==> config.mk <==
export PLATFORM = sky130hd
export DESIGN_NAME = sig_scan
export DESIGN_NICKNAME = d
export VERILOG_FILES = /design/src/rtl/sig_scan_pkg.sv /design/src/rtl/sig_scan_lane.sv /design/src/rtl/sig_scan.sv
export SDC_FILE = /design/constraint.sdc
export NUM_CORES = 1
export LEC_CHECK = 0
export BUFFER_PORTS_ARGS = -buffer_cell sky130_fd_sc_hd__clkbuf_2
export CAP_MARGIN = 15
export CORE_ASPECT_RATIO = 1.2
export CORE_MARGIN = 2
export CORE_UTILIZATION = 45
export DETAILED_ROUTE_END_ITERATION = 8
export SETUP_SLACK_MARGIN = 0.4
export SLEW_MARGIN = 15
export SYNTH_ARGS = -nofsm -noshare
export SYNTH_HDL_FRONTEND = slang
export SYNTH_SLANG_ARGS = --single-unit
export TNS_END_PERCENT = 10
==> constraint.sdc <==
create_clock -name clk -period 3.3 [get_ports clk]
set_input_delay 0.495 -clock clk [delete_from_list [all_inputs] [get_ports clk]]
set_output_delay 0.495 -clock clk [all_outputs]
set_load 0.05 [all_outputs]
==> src/rtl/sig_scan_pkg.sv <==
// Shared types and default sizes for the sig_scan signature scanner.
package sig_scan_pkg;

  localparam int unsigned NUM_SIGS_DEF = 8;
  localparam int unsigned ADDR_W_DEF   = 13;
  localparam int unsigned MAX_LEN      = 5;
  localparam int unsigned CNT_W        = 8;

  typedef enum logic [1:0] {
    IDLE = 2'd0,
    SCAN = 2'd1,
    DONE = 2'd2
  } state_t;

  typedef struct packed {
    logic [MAX_LEN*8-1:0] pattern;
    logic [MAX_LEN-1:0]   mask;
    logic [CNT_W-1:0]     need;
  } lane_entry_t;

  // A zero threshold behaves like a threshold of one.
  function automatic logic [CNT_W-1:0] need_eff(input logic [CNT_W-1:0] need);
    need_eff = (need == '0) ? CNT_W'(1) : need;
  endfunction

endpackage

==> src/rtl/sig_scan_lane.sv <==
// One signature lane: table entry, masked window comparator, saturating count, hit flag.
// With SIG_SCAN_FIRST_ADDR_EN the lane also records the address of its first match.
module sig_scan_lane
  import sig_scan_pkg::*;
#(
  parameter int unsigned ADDR_W = ADDR_W_DEF
) (
  input  logic                 clk,
  input  logic                 reset_n,
  input  logic                 wr_en,
  input  lane_entry_t          wr_entry,
  input  logic                 clear,
  input  logic                 accept,
  input  logic [MAX_LEN*8-1:0] window,
  input  logic [MAX_LEN-1:0]   usable,
  input  logic [ADDR_W-1:0]    addr,
  output logic [CNT_W-1:0]     count,
  output logic                 hit,
  output logic [ADDR_W-1:0]    first_addr
);

  lane_entry_t      entry_q;
  logic             match_c;
  logic [CNT_W-1:0] cnt_inc_c;

  always_ff @(posedge clk or negedge reset_n) begin
    if (!reset_n)   entry_q <= '0;
    else if (wr_en) entry_q <= wr_entry;
  end

  // Every enabled byte must be present in this scan's history and equal.
  always_comb begin
    match_c = |entry_q.mask;
    for (int unsigned k = 0; k < MAX_LEN; k++) begin
      if (entry_q.mask[k] &&
          (!usable[k] || (window[8*k +: 8] != entry_q.pattern[8*k +: 8])))
        match_c = 1'b0;
    end
  end

  assign cnt_inc_c = (count == '1) ? count : count + CNT_W'(1);

  always_ff @(posedge clk or negedge reset_n) begin
    if (!reset_n) begin
      count <= '0;
      hit   <= 1'b0;
    end else if (clear) begin
      count <= '0;
      hit   <= 1'b0;
    end else if (accept && match_c) begin
      count <= cnt_inc_c;
      if (cnt_inc_c >= need_eff(entry_q.need)) hit <= 1'b1;
    end
  end

`ifdef SIG_SCAN_FIRST_ADDR_EN
  always_ff @(posedge clk or negedge reset_n) begin
    if (!reset_n)                              first_addr <= '0;
    else if (clear)                            first_addr <= '0;
    else if (accept && match_c && count == '0) first_addr <= addr;
  end
`else
  logic unused_addr;
  assign unused_addr = ^addr;
  assign first_addr  = '0;
`endif

endmodule

==> src/rtl/sig_scan.sv <==
// sig_scan: runtime-programmable multi-signature byte-stream scanner for cart auto-detection.
// Define SIG_SCAN_FIRST_ADDR_EN to report the first-match address of the queried lane.
module sig_scan
  import sig_scan_pkg::*;
#(
  parameter  int unsigned NUM_SIGS = NUM_SIGS_DEF,
  parameter  int unsigned ADDR_W   = ADDR_W_DEF,
  localparam int unsigned IDX_W    = (NUM_SIGS > 1) ? $clog2(NUM_SIGS) : 1
) (
  input  logic                 clk,
  input  logic                 reset_n,
  input  logic                 sig_wr,
  input  logic [IDX_W-1:0]     sig_idx,
  input  logic [MAX_LEN*8-1:0] sig_pattern,
  input  logic [MAX_LEN-1:0]   sig_mask,
  input  logic [CNT_W-1:0]     sig_need,
  input  logic                 scan_start,
  input  logic                 in_valid,
  input  logic [ADDR_W-1:0]    in_addr,
  input  logic [7:0]           in_data,
  input  logic                 in_last,
  output logic                 busy,
  output logic                 done,
  output logic [NUM_SIGS-1:0]  hit,
  output logic [CNT_W-1:0]     q_count,
  output logic [ADDR_W-1:0]    q_first_addr
);

  localparam int unsigned FILL_W = $clog2(MAX_LEN + 1);
  localparam int unsigned HIST_W = (MAX_LEN - 1) * 8;

  state_t               state_q, state_d;
  logic                 busy_d, done_d;
  logic                 accept_c, tbl_wr_c;
  logic [HIST_W-1:0]    hist_q;
  logic [FILL_W-1:0]    fill_q;
  logic [MAX_LEN*8-1:0] window_c;
  logic [MAX_LEN-1:0]   usable_c;
  lane_entry_t          wr_entry_c;
  logic [CNT_W-1:0]     cnt_a   [NUM_SIGS];
  logic [ADDR_W-1:0]    faddr_a [NUM_SIGS];

  always_ff @(posedge clk or negedge reset_n) begin
    if (!reset_n) begin
      state_q <= IDLE;
      busy    <= 1'b0;
      done    <= 1'b0;
    end else begin
      state_q <= state_d;
      busy    <= busy_d;
      done    <= done_d;
    end
  end

  // A restart request always wins over a byte arriving in the same cycle.
  always_comb begin
    state_d = state_q;
    case (state_q)
      IDLE, DONE: if (scan_start) state_d = SCAN;
      SCAN: begin
        if (scan_start)                state_d = SCAN;
        else if (in_valid && in_last)  state_d = DONE;
      end
      default: state_d = IDLE;
    endcase
  end

  always_comb begin
    accept_c = 1'b0;
    tbl_wr_c = 1'b0;
    busy_d   = (state_d == SCAN);
    done_d   = (state_d == DONE);
    case (state_q)
      SCAN:    accept_c = in_valid && !scan_start;
      default: tbl_wr_c = sig_wr;
    endcase
  end

  // Window byte 0 is the byte being accepted now, older bytes follow.
  assign window_c = {hist_q, in_data};

  always_comb begin
    usable_c = '0;
    for (int unsigned k = 0; k < MAX_LEN; k++) usable_c[k] = (32'(fill_q) >= k);
  end

  always_ff @(posedge clk or negedge reset_n) begin
    if (!reset_n) begin
      hist_q <= '0;
      fill_q <= '0;
    end else if (scan_start) begin
      hist_q <= '0;
      fill_q <= '0;
    end else if (accept_c) begin
      hist_q <= window_c[HIST_W-1:0];
      if (fill_q != FILL_W'(MAX_LEN)) fill_q <= fill_q + FILL_W'(1);
    end
  end

  assign wr_entry_c = '{pattern: sig_pattern, mask: sig_mask, need: sig_need};

  for (genvar i = 0; i < NUM_SIGS; i++) begin : g_lane
    sig_scan_lane #(.ADDR_W(ADDR_W)) u_lane (
      .clk        (clk),
      .reset_n    (reset_n),
      .wr_en      (tbl_wr_c && (sig_idx == IDX_W'(i))),
      .wr_entry   (wr_entry_c),
      .clear      (scan_start),
      .accept     (accept_c),
      .window     (window_c),
      .usable     (usable_c),
      .addr       (in_addr),
      .count      (cnt_a[i]),
      .hit        (hit[i]),
      .first_addr (faddr_a[i])
    );
  end

  assign q_count      = cnt_a[sig_idx];
  assign q_first_addr = faddr_a[sig_idx];

endmodule

==> results of run 1 <==
## power breakdown
group | total [mW] | leakage [nW] | switching [mW] | internal, mW
Clock | 6.57 | 0.953 | 2.72 | 3.86
Sequential | 9.39 | 6.80 | 1.18 | 8.21
Combinational | 4.88 | 6.25 | 2.24 | 2.65
## cells in the final DEF, fill, tap and decap left out, types with 32 or more instances in the layout
cell type,instances
a21oi_1,58
buf_4,67
clkbuf_16,58
clkbuf_2,85
dfrtp_1,531
ha_1,74
inv_1,61
mux2_2,473
nand2_1,115
nand3_1,69
nand4_1,67
nor2_1,32
nor2b_1,56
o21ai_0,44
xnor2_1,297
xor2_1,43
## metrics by stage
stage | hold slack [ns] | utilization, % | setup WS (ns) | instances
after floorplan | 0.199 | - | 0.512 | 2322
after global placement | 0.491 | 48.4 | 0.396 | 3160
after detailed placement | 0.493 | 48.4 | 0.335 | 3160
after CTS | 0.135 | 51.6 | 0.374 | 3265
after global routing | 0.168 | 51.7 | 0.269 | 3271
final | 0.167 | 51.7 | 0.374 | 3271
## cells by family after synthesis
logic type	count (synthesis)	share of synthesized area, %
compound gates	219	5.17
xor+xnor	343	10.8
fa+ha+maj	75	3.36
buf+inv	199	3.41
flops	535	48.0
mux	501	20.8
other cells	1	0.0134
simple gates	437	8.44
## routing by layer
metal	share of wire, %	vias to the layer above
li1	-	8337
met1	43	9314
met2	49	343
met3	3.7	131
met4	4.0	4
met5	0.035	-
## cell usage after synthesis (all sizes together) (2+ instances only)
master,count,area [um2]
dfrtp,535,13400
mux2,473,5330
xnor2,300,2630
nand2,116,435
buf,83,514
ha,75,938
nand3,75,375
nand4,67,419
inv,63,236
a21oi,58,290
nor2b,57,357
clkbuf,53,199
o21ai,44,220
xor2,43,377
nor2,33,124
a21o,24,180
o41ai,18,158
o21a,17,128
and3,16,100
mux4,16,360
nor3,15,111
nand2b,14,87.6
nor4,14,87.6
a31oi,13,81.3
o31ai,13,97.6
mux2i,12,120
a22o,9,78.8
a31o,8,70.1
a41o,8,80.1
or4,8,60.1
nor4b,6,82.6
and2,3,18.8
nand3b,3,22.5
or2,3,18.8
and4,2,17.5
nor3b,2,15.0
## worst paths after layout
kind	end	from	slack, ns
worst max register to register	g_lane[4].u_lane.hit	g_lane[4].u_lane.count[0]	0.37
worst max-delay path	g_lane[4].u_lane.hit	g_lane[4].u_lane.count[0]	0.37
min in group asynchronous	g_lane[7].u_lane.entry_q[5]	reset_n	0.55
max in group asynchronous	g_lane[3].u_lane.entry_q[13]	reset_n	1.78
worst min register to register	g_lane[7].u_lane.entry_q[2]	g_lane[7].u_lane.entry_q[2]	0.50
worst min-delay path	done	in_last	0.17
## sequential cells by signal, indices dropped and copies added, names as in the netlist
name and count:
done 1, g_lane.u_lane.hit 8, g_lane.u_lane.entry_q 424, state_q 2, busy 1, hist_q 32
fill_q 3, g_lane.u_lane.count 64
## repair_timing
action	4_1_cts	5_1_grt
endpoints found under the setup margin	17	63
gates resized for setup	3	17
pin swaps	0	1
hold buffers	1	0
buffers inserted	1	4
endpoints found under the hold margin	38	0
## area by class of cell
cell class,count,share of cell area [%]
tap,808,3.20
multi-input combinational,1588,43.4
antenna,2,0.0158
inverter,63,0.749
clock buffer,80,5.20
sequential,535,42.4
timing repair buffer,172,4.16
clock inverter,23,0.863
## worst register-to-register path, delay by kind of cell (launching register included)
family | cells | cell delay (ns)
AOI/OAI and AO/OA | 5 | 0.90
xor gates and xnor gates | 1 | 0.16
adders and majority gates | 2 | 0.56
DFF | 1 | 0.42
and+or+nand+nor | 4 | 0.78
==> results_dict.tcl, run 1 <==
set metrics [dict create \
    slew_viol_final 0 \
    vias 18129 \
    port_buffers 87 \
    critical_path.slowest_cell "or3b_2" \
    gr-total-overflow 0 \
    ir_drop_uv 412 \
    core-area_mm2 0.0611 \
    drt-wirelength-per-cell_um 22.5 \
    insertion_delay_ns 0.63 \
    p_per_area_mw_per_mm2 660 \
    num_rows 99 \
    yosysSeqAreaShare_pct 48.0 \
    grt_max_degree 95 \
    antenna_found_initial 4 \
    hold_path_depth 3 \
    dieWidth_um 231 \
    cts_made_buffers 57 \
    ctsRootBufferMaster "clkbuf_16" \
    gp_congestion 0.868 \
    dr.pass1.iters 5 \
    crit_cells 12 \
    synth_area_per_cell_um2 12.1 \
    async_flop_share_pct 100 \
    worstMarginPinSlew_ns 0.946 \
    timing.fmax_mhz 342 \
    multi_input_area_mm2 0.0137 \
    gr-usage-met1_pct 29.8 \
    period_share_pct 88.7 \
    seqCellArea_mm2 0.0134 \
    critPathLaunchType "register" \
    yosysWarnings 0 \
    worstPathRequired_ns 3.80 \
    cpMostUsedCell "ha_1" \
    outcome "complete, no violations" \
    clkSinkCount 535 \
    cp_max_fo 4 \
    clockBufferDepth 3 \
    rsz0062_at_grt "true" \
    ys.flop_type "dfrtp_1" \
    slew-limit-headroom_pct 36.8 \
    reg2regPathDepth 12 \
    syn_inst 2310 \
    cts_tree "yes" \
    syn_area_mm2 0.0279 \
    die_h_um 277 \
    remaining_drc_errors 0 \
    htreeDepth 2 \
    cp.arrival_ns 3.43 \
    dieArea_mm2 0.0640 \
    nNetsFinal 2575 \
    cp_slowest_stage_delay_ns 0.49 \
    cp_cell_sequence "ha_1 -> nand2_1 -> nor2_1 -> nand3_1 -> or3b_2 -> xnor2_2 -> ha_1 -> a21o_1 -> a31oi_1 -> o21ai_0 -> a31o_2 -> a22o_1" \
    hpwl_mm 50.6 \
    total_power_mw 20.8 \
    clk_pin_slew_worst_paths_ns 0.06 \
    synth_cell_types 54 \
    drt_iter0_drc 901 \
    ios 114 \
    finalSetupViolCount 0 \
    start_util_pct 45.7 \
    grt_pass1_vias 18981 \
    drtAntennaViolNets 0 \
    drv_cap 0 \
    fin_area_mm2 0.0316 \
    fin_skew_ns 0.0217 \
    fill_cells 5377 \
    ys_ff_latch 535 \
    p_leak_nw 14.0 \
    critPathKind "register to register" \
    use_met2_pct 39.4 \
    finalHoldViolCount 0 \
    cp-end-kind "register" \
    cp.buffers_inverters 0 \
    grt-busiest-layer "met2" \
    drt-vias-per-instance 5.54 \
    gr-usage-all-layers_pct 23.2 \
    critPathTopFamily "compound AO/OA/AOI/OAI gates" \
    synth_edf_count 0 \
    syn2layout_area_growth_pct 13.3 \
    drive_gt1_share_pct 32.5 \
    grt_pass1_wl_mm 114 \
    grtUsageMet3_pct 3.34 \
    period_needed_ns 2.93 \
    place_area_mm2 0.0295 \
    setup_tns_ns 0 \
    hp-class "primary input to register" \
    routed_wl_mm 73.4 \
]
(Power assumes the default switching activity.)
==> inputs of run 2 (changes only) <==
CELL_PAD_IN_SITES_DETAIL_PLACEMENT = 0   (was unset)
CELL_PAD_IN_SITES_GLOBAL_PLACEMENT = 1   (was unset)
GPL_TIMING_DRIVEN = 1   (was unset)
PLACE_DENSITY_LB_ADDON = 0.1   (was unset)
==> run 2 against run 1 <==
  * Worst hold slack improved by 0.013 ns
  * Worst setup slack better by 0.060 ns
  * Clock skew decreased by 0.00051 ns
  * Global-route usage rose by 0.68 points
  * Core utilization rose by 0.12 points
  * Clock power about the same
==> results_dict.tcl, run 2 (synthesized netlist as in run 1, its figures left out) <==
set metrics [dict create \
    fin_hold_ws_ns 0.180 \
    grt_pass1_wl_mm 117 \
    hpwl_mm 52.1 \
    rsz0062_at_grt "true" \
    timing.fmax_mhz 349 \
    core-area_mm2 0.0611 \
    drt_iter0_drc 753 \
    outcome "complete, no violations" \
    cp_max_fo 8 \
    start_util_pct 45.7 \
    drt-wirelength-per-cell_um 23.0 \
    clockBufferDepth 3 \
    p_leak_nw 14.0 \
    clk_pin_slew_worst_paths_ns 0.06 \
    slew-limit-headroom_pct 39.1 \
    antenna_found_initial 2 \
    largest_reg_flops 424 \
    nNetsFinal 2581 \
    finalHoldViolCount 0 \
    period_share_pct 86.8 \
    grt_max_degree 82 \
    critPathLaunchType "register" \
    port_buffers 87 \
    drt-vias-per-instance 5.52 \
    grt_pass1_vias 18994 \
    drtAntennaViolNets 0 \
    htreeDepth 2 \
    dieWidth_um 231 \
    num_rows 99 \
    final_common_cell "dfrtp_1" \
    n_antenna_cell 0 \
    ir_drop_uv 439 \
    cts_made_buffers 58 \
    gr-usage-all-layers_pct 23.9 \
    fill_cells 5353 \
    fin_skew_ns 0.0212 \
    routed_wl_mm 75.4 \
    cp-end-kind "register" \
    dr.pass1.iters 7 \
    largestRegisters "g_lane.u_lane.entry_q: 424 flops, g_lane.u_lane.count: 64 flops, hist_q: 32 flops" \
    worstMarginPinSlew_ns 0.904 \
    insertion_delay_ns 0.62 \
    slew_viol_final 0 \
    worstPathRequired_ns 3.79 \
    cts_tree "yes" \
    remaining_drc_errors 0 \
    gr-total-overflow 0 \
    syn2layout_area_growth_pct 13.5 \
    period_needed_ns 2.87 \
    final_cell_mix "524 x dfrtp_1, 473 x mux2_2, 297 x xnor2_1" \
    dieArea_mm2 0.0640 \
    die_h_um 277 \
    gp_congestion 0.869 \
    vias 18102 \
    top_register "g_lane.u_lane.entry_q" \
    clkSinkCount 535 \
    drive_gt1_share_pct 32.9 \
    drv_cap 0 \
    critPathKind "register to register" \
    ios 114 \
    ctsRootBufferMaster "clkbuf_16" \
    hp-class "primary input to register" \
    p_per_area_mw_per_mm2 660 \
    setup_tns_ns 0 \
    finalSetupViolCount 0 \
    cp.arrival_ns 3.35 \
]
==> run 2: final cells by class <==
cell class / instances / area [um2] / share of cell area [%]
inverters: 63 / 236 / 0.747
clock inverters: 11 / 109 / 0.344
multi-input cells: 1588 / 13700 / 43.4
clock buffers: 96 / 1830 / 5.76
repair buffers: 177 / 1340 / 4.23
flip-flops and latches: 535 / 13400 / 42.3
well taps: 808 / 1010 / 3.19
==> run 2: layer usage <==
| metal | track usage, % | up-vias | wire length, um |
|---|---|---|---|
| met5 | 0 | - | 23 |
| met4 | 6.70 | 4 | 1990 |
| met3 | 2.97 | 112 | 2320 |
| met2 | 42.2 | 269 | 38400 |
| met1 | 30.6 | 9358 | 32600 |
| li1 | - | 8359 | - |
==> run 2: path summary, 6_finish.rpt <==
kind / start / end / slack [ns] / cells after the start
worst max-delay path: hist_q[1] / g_lane[1].u_lane.count[7] / 0.43 / 7
worst min-delay path: in_last / done / 0.18 / 3
worst max register to register: hist_q[1] / g_lane[1].u_lane.count[7] / 0.43 / 7
worst min register to register: g_lane[5].u_lane.entry_q[3] / g_lane[5].u_lane.entry_q[3] / 0.50 / 1
max in group asynchronous: reset_n / g_lane[6].u_lane.entry_q[20] / 1.88 / 4
min in group asynchronous: reset_n / g_lane[7].u_lane.entry_q[5] / 0.44 / 2
==> run 2: timing repair <==
action | in CTS | in global routing
hold endpoints to repair | 54 | 0
pin swaps | 0 | 1
buffers inserted | 0 | 1
resized for setup | 1 | 32
endpoints found under the setup margin | 24 | 65
hold buffers | 1 | 0
gates cloned | 0 | 0
==> run 2: critical path, stage by stage (launching register included) <==
cell and delay, ns:
dfrtp_1 0.63, xnor2_1 0.17, nand4_1 0.27, o31ai_1 0.51
nand4_1 0.37, nor3_2 0.22, buf_4 0.21, mux2_2 0.35
==> run 2: stage by stage <==
stage          cell area (um2)  utilization, %  instances  power [mW]  setup WS (ns)
2_1_floorplan            27900               -       2322        12.7          0.512
3_3_place_gp             29600            48.5       3169        14.2          0.278
3_5_place_dp             29600            48.5       3169        14.5          0.309
4_1_cts                  31500            51.7       3277        21.2          0.336
5_1_grt                  31700            51.9       3278        22.0          0.333
6_report                 31700            51.9       3278        20.9          0.435
==> run 2: where the power goes <==
group          internal (mW)  total (mW)  switching [mW]
clock network           3.89        6.60            2.71
registers               8.21        9.36            1.16
logic                   2.66        4.93            2.27
==> inputs of run 3 (changes only) <==
CTS_CLUSTER_DIAMETER = 80   (was unset)
TNS_END_PERCENT = 5   (was 10)
clock period = 2.78 ns   (was 3.3 ns; I/O delays follow)
==> run 3 against run 2 <==
  * Final area up 2.8%
  * Count of clock-buffer cells in the layout down 10
  * Highest routed layer unchanged
  * Clock skew down 0.0048 ns
  * Global-route usage up 0.23 points
==> results_dict.tcl, run 3 (synthesized netlist as in run 1, its figures left out) <==
set metrics [dict create \
    finalHoldViolCount 0 \
    clockBufferDepth 3 \
    period_share_pct 96.7 \
    drive_gt1_share_pct 36.3 \
    insertion_delay_ns 0.63 \
    p_leak_nw 14.5 \
    num_rows 99 \
    hpwl_mm 52.9 \
    vias 18252 \
    ios 114 \
    syn2layout_area_growth_pct 16.8 \
    drt_iter0_drc 813 \
    critPathKind "register to output port" \
    slew_viol_final 0 \
    largest_reg_flops 424 \
    grt_max_degree 75 \
    cp.arrival_ns 2.27 \
    cp-end-kind "output port" \
    gr-total-overflow 0 \
    ctsRootBufferMaster "clkbuf_16" \
    drv_cap 0 \
    cp_max_fo 4 \
    critPathLaunchType "register" \
    dieWidth_um 231 \
    placed_cells 3241 \
    slew-limit-headroom_pct 39.6 \
    antenna_found_initial 3 \
    drt-wirelength-per-cell_um 22.7 \
    nNetsFinal 2665 \
    fill_cells 5344 \
    cts_made_buffers 57 \
    final_common_cell "dfrtp_1" \
    grt_pass1_vias 19368 \
    multi_input_area_mm2 0.0139 \
    start_util_pct 45.7 \
    min-delay-start "in_last" \
    fin_hold_ws_ns 0.0950 \
    fin_area_mm2 0.0326 \
    top_register "g_lane.u_lane.entry_q" \
    fin_cells 3356 \
    gp_congestion 0.844 \
    cts_tree "yes" \
    htreeDepth 2 \
    ir_drop_uv 540 \
    p_per_area_mw_per_mm2 762 \
    worstPathRequired_ns 2.36 \
    port_buffers 87 \
    gr-usage-all-layers_pct 24.1 \
    seqCellArea_mm2 0.0134 \
    timing.fmax_mhz 372 \
    clk_pin_slew_worst_paths_ns 0.06 \
    period_needed_ns 2.69 \
    outcome "complete, no violations" \
    dieArea_mm2 0.0640 \
    clkSinkCount 535 \
    reg2reg_from "hist_q[18]" \
    drtAntennaViolNets 0 \
    core-area_mm2 0.0611 \
    routed_wl_mm 76.0 \
    final_cell_mix "512 x dfrtp_1, 467 x mux2_2, 295 x xnor2_1" \
    die_h_um 277 \
    rsz0062_at_grt "true" \
    crit_path_start "g_lane[2].u_lane.count[1]" \
    worstMarginPinSlew_ns 0.896 \
    setup_tns_ns 0 \
    drt-vias-per-instance 5.44 \
    dr.pass1.iters 5 \
    fin_skew_ns 0.0163 \
    place_area_mm2 0.0303 \
    hp-class "primary input to register" \
    grt_pass1_wl_mm 118 \
    remaining_drc_errors 0 \
    finalSetupViolCount 0 \
    largestRegisters "g_lane.u_lane.entry_q: 424 flops, g_lane.u_lane.count: 64 flops, hist_q: 32 flops" \
]
## run 3: routing by layer
layer  GRT usage, %  part of all wire (%)
met5              0                 0.038
met4           6.62                   2.6
met3           3.17                   3.0
met2           43.0                    52
met1           30.5                    43
## run 3: final timing paths
| check | end | slack (ns) | depth (start not counted) |
|---|---|---|---|
| max | q_count[1] | 0.09 | 5 |
| min | state_q[1] | 0.1 | 3 |
| max reg2reg | g_lane[0].u_lane.count[7] | 0.11 | 10 |
| min reg2reg | g_lane[5].u_lane.entry_q[2] | 0.50 | 1 |
| max in group asynchronous | g_lane[1].u_lane.count[6] | 1.46 | 3 |
| min in group asynchronous | g_lane[6].u_lane.count[7] | 0.39 | 2 |
## run 3: critical path: stages, from the launching register on
cell and delay [ns]:
dfrtp_1 0.42, buf_4 0.15, buf_4 0.14, mux4_2 0.49, mux2_4 0.30, buf_8 0.15
## run 3: per-stage QoR
| step | utilization, % | power, mW | setup slack, ns |
|---|---|---|---|
| after global placement | 49.6 | 17.1 | 0.000113 |
| final | 53.3 | 24.8 | 0.0931 |
| after detailed placement | 49.6 | 17.4 | 0.0152 |
| after global routing | 53.3 | 26.2 | 0.0403 |
| after CTS | 53.2 | 25.1 | 0.170 |
| after floorplan | - | 15.1 | 0.258 |
## run 3: what timing repair did
| action | CTS | global route |
|---|---|---|
| hold buffers | 1 | 0 |
| gates resized for setup | 77 | 10 |
| pin swaps | 11 | 4 |
| endpoints found under the hold margin | 56 | 0 |
| endpoints found under the setup margin | 80 | 80 |
| buffers inserted | 9 | 5 |
## run 3: report_power, final
part / switching [mW] / internal (mW)
Clock: 3.19 / 4.32
Sequential: 1.36 / 9.74
Combinational: 2.85 / 3.34
## run 3: layout make-up
type,instances,area share [%]
repair buffers,262,6.54
inverters,63,0.726
well taps,808,3.10
multi-input cells,1588,42.8
flip-flops and latches,535,41.2
clock buffers,86,5.15
diodes,1,0.00769
clock inverters,13,0.434
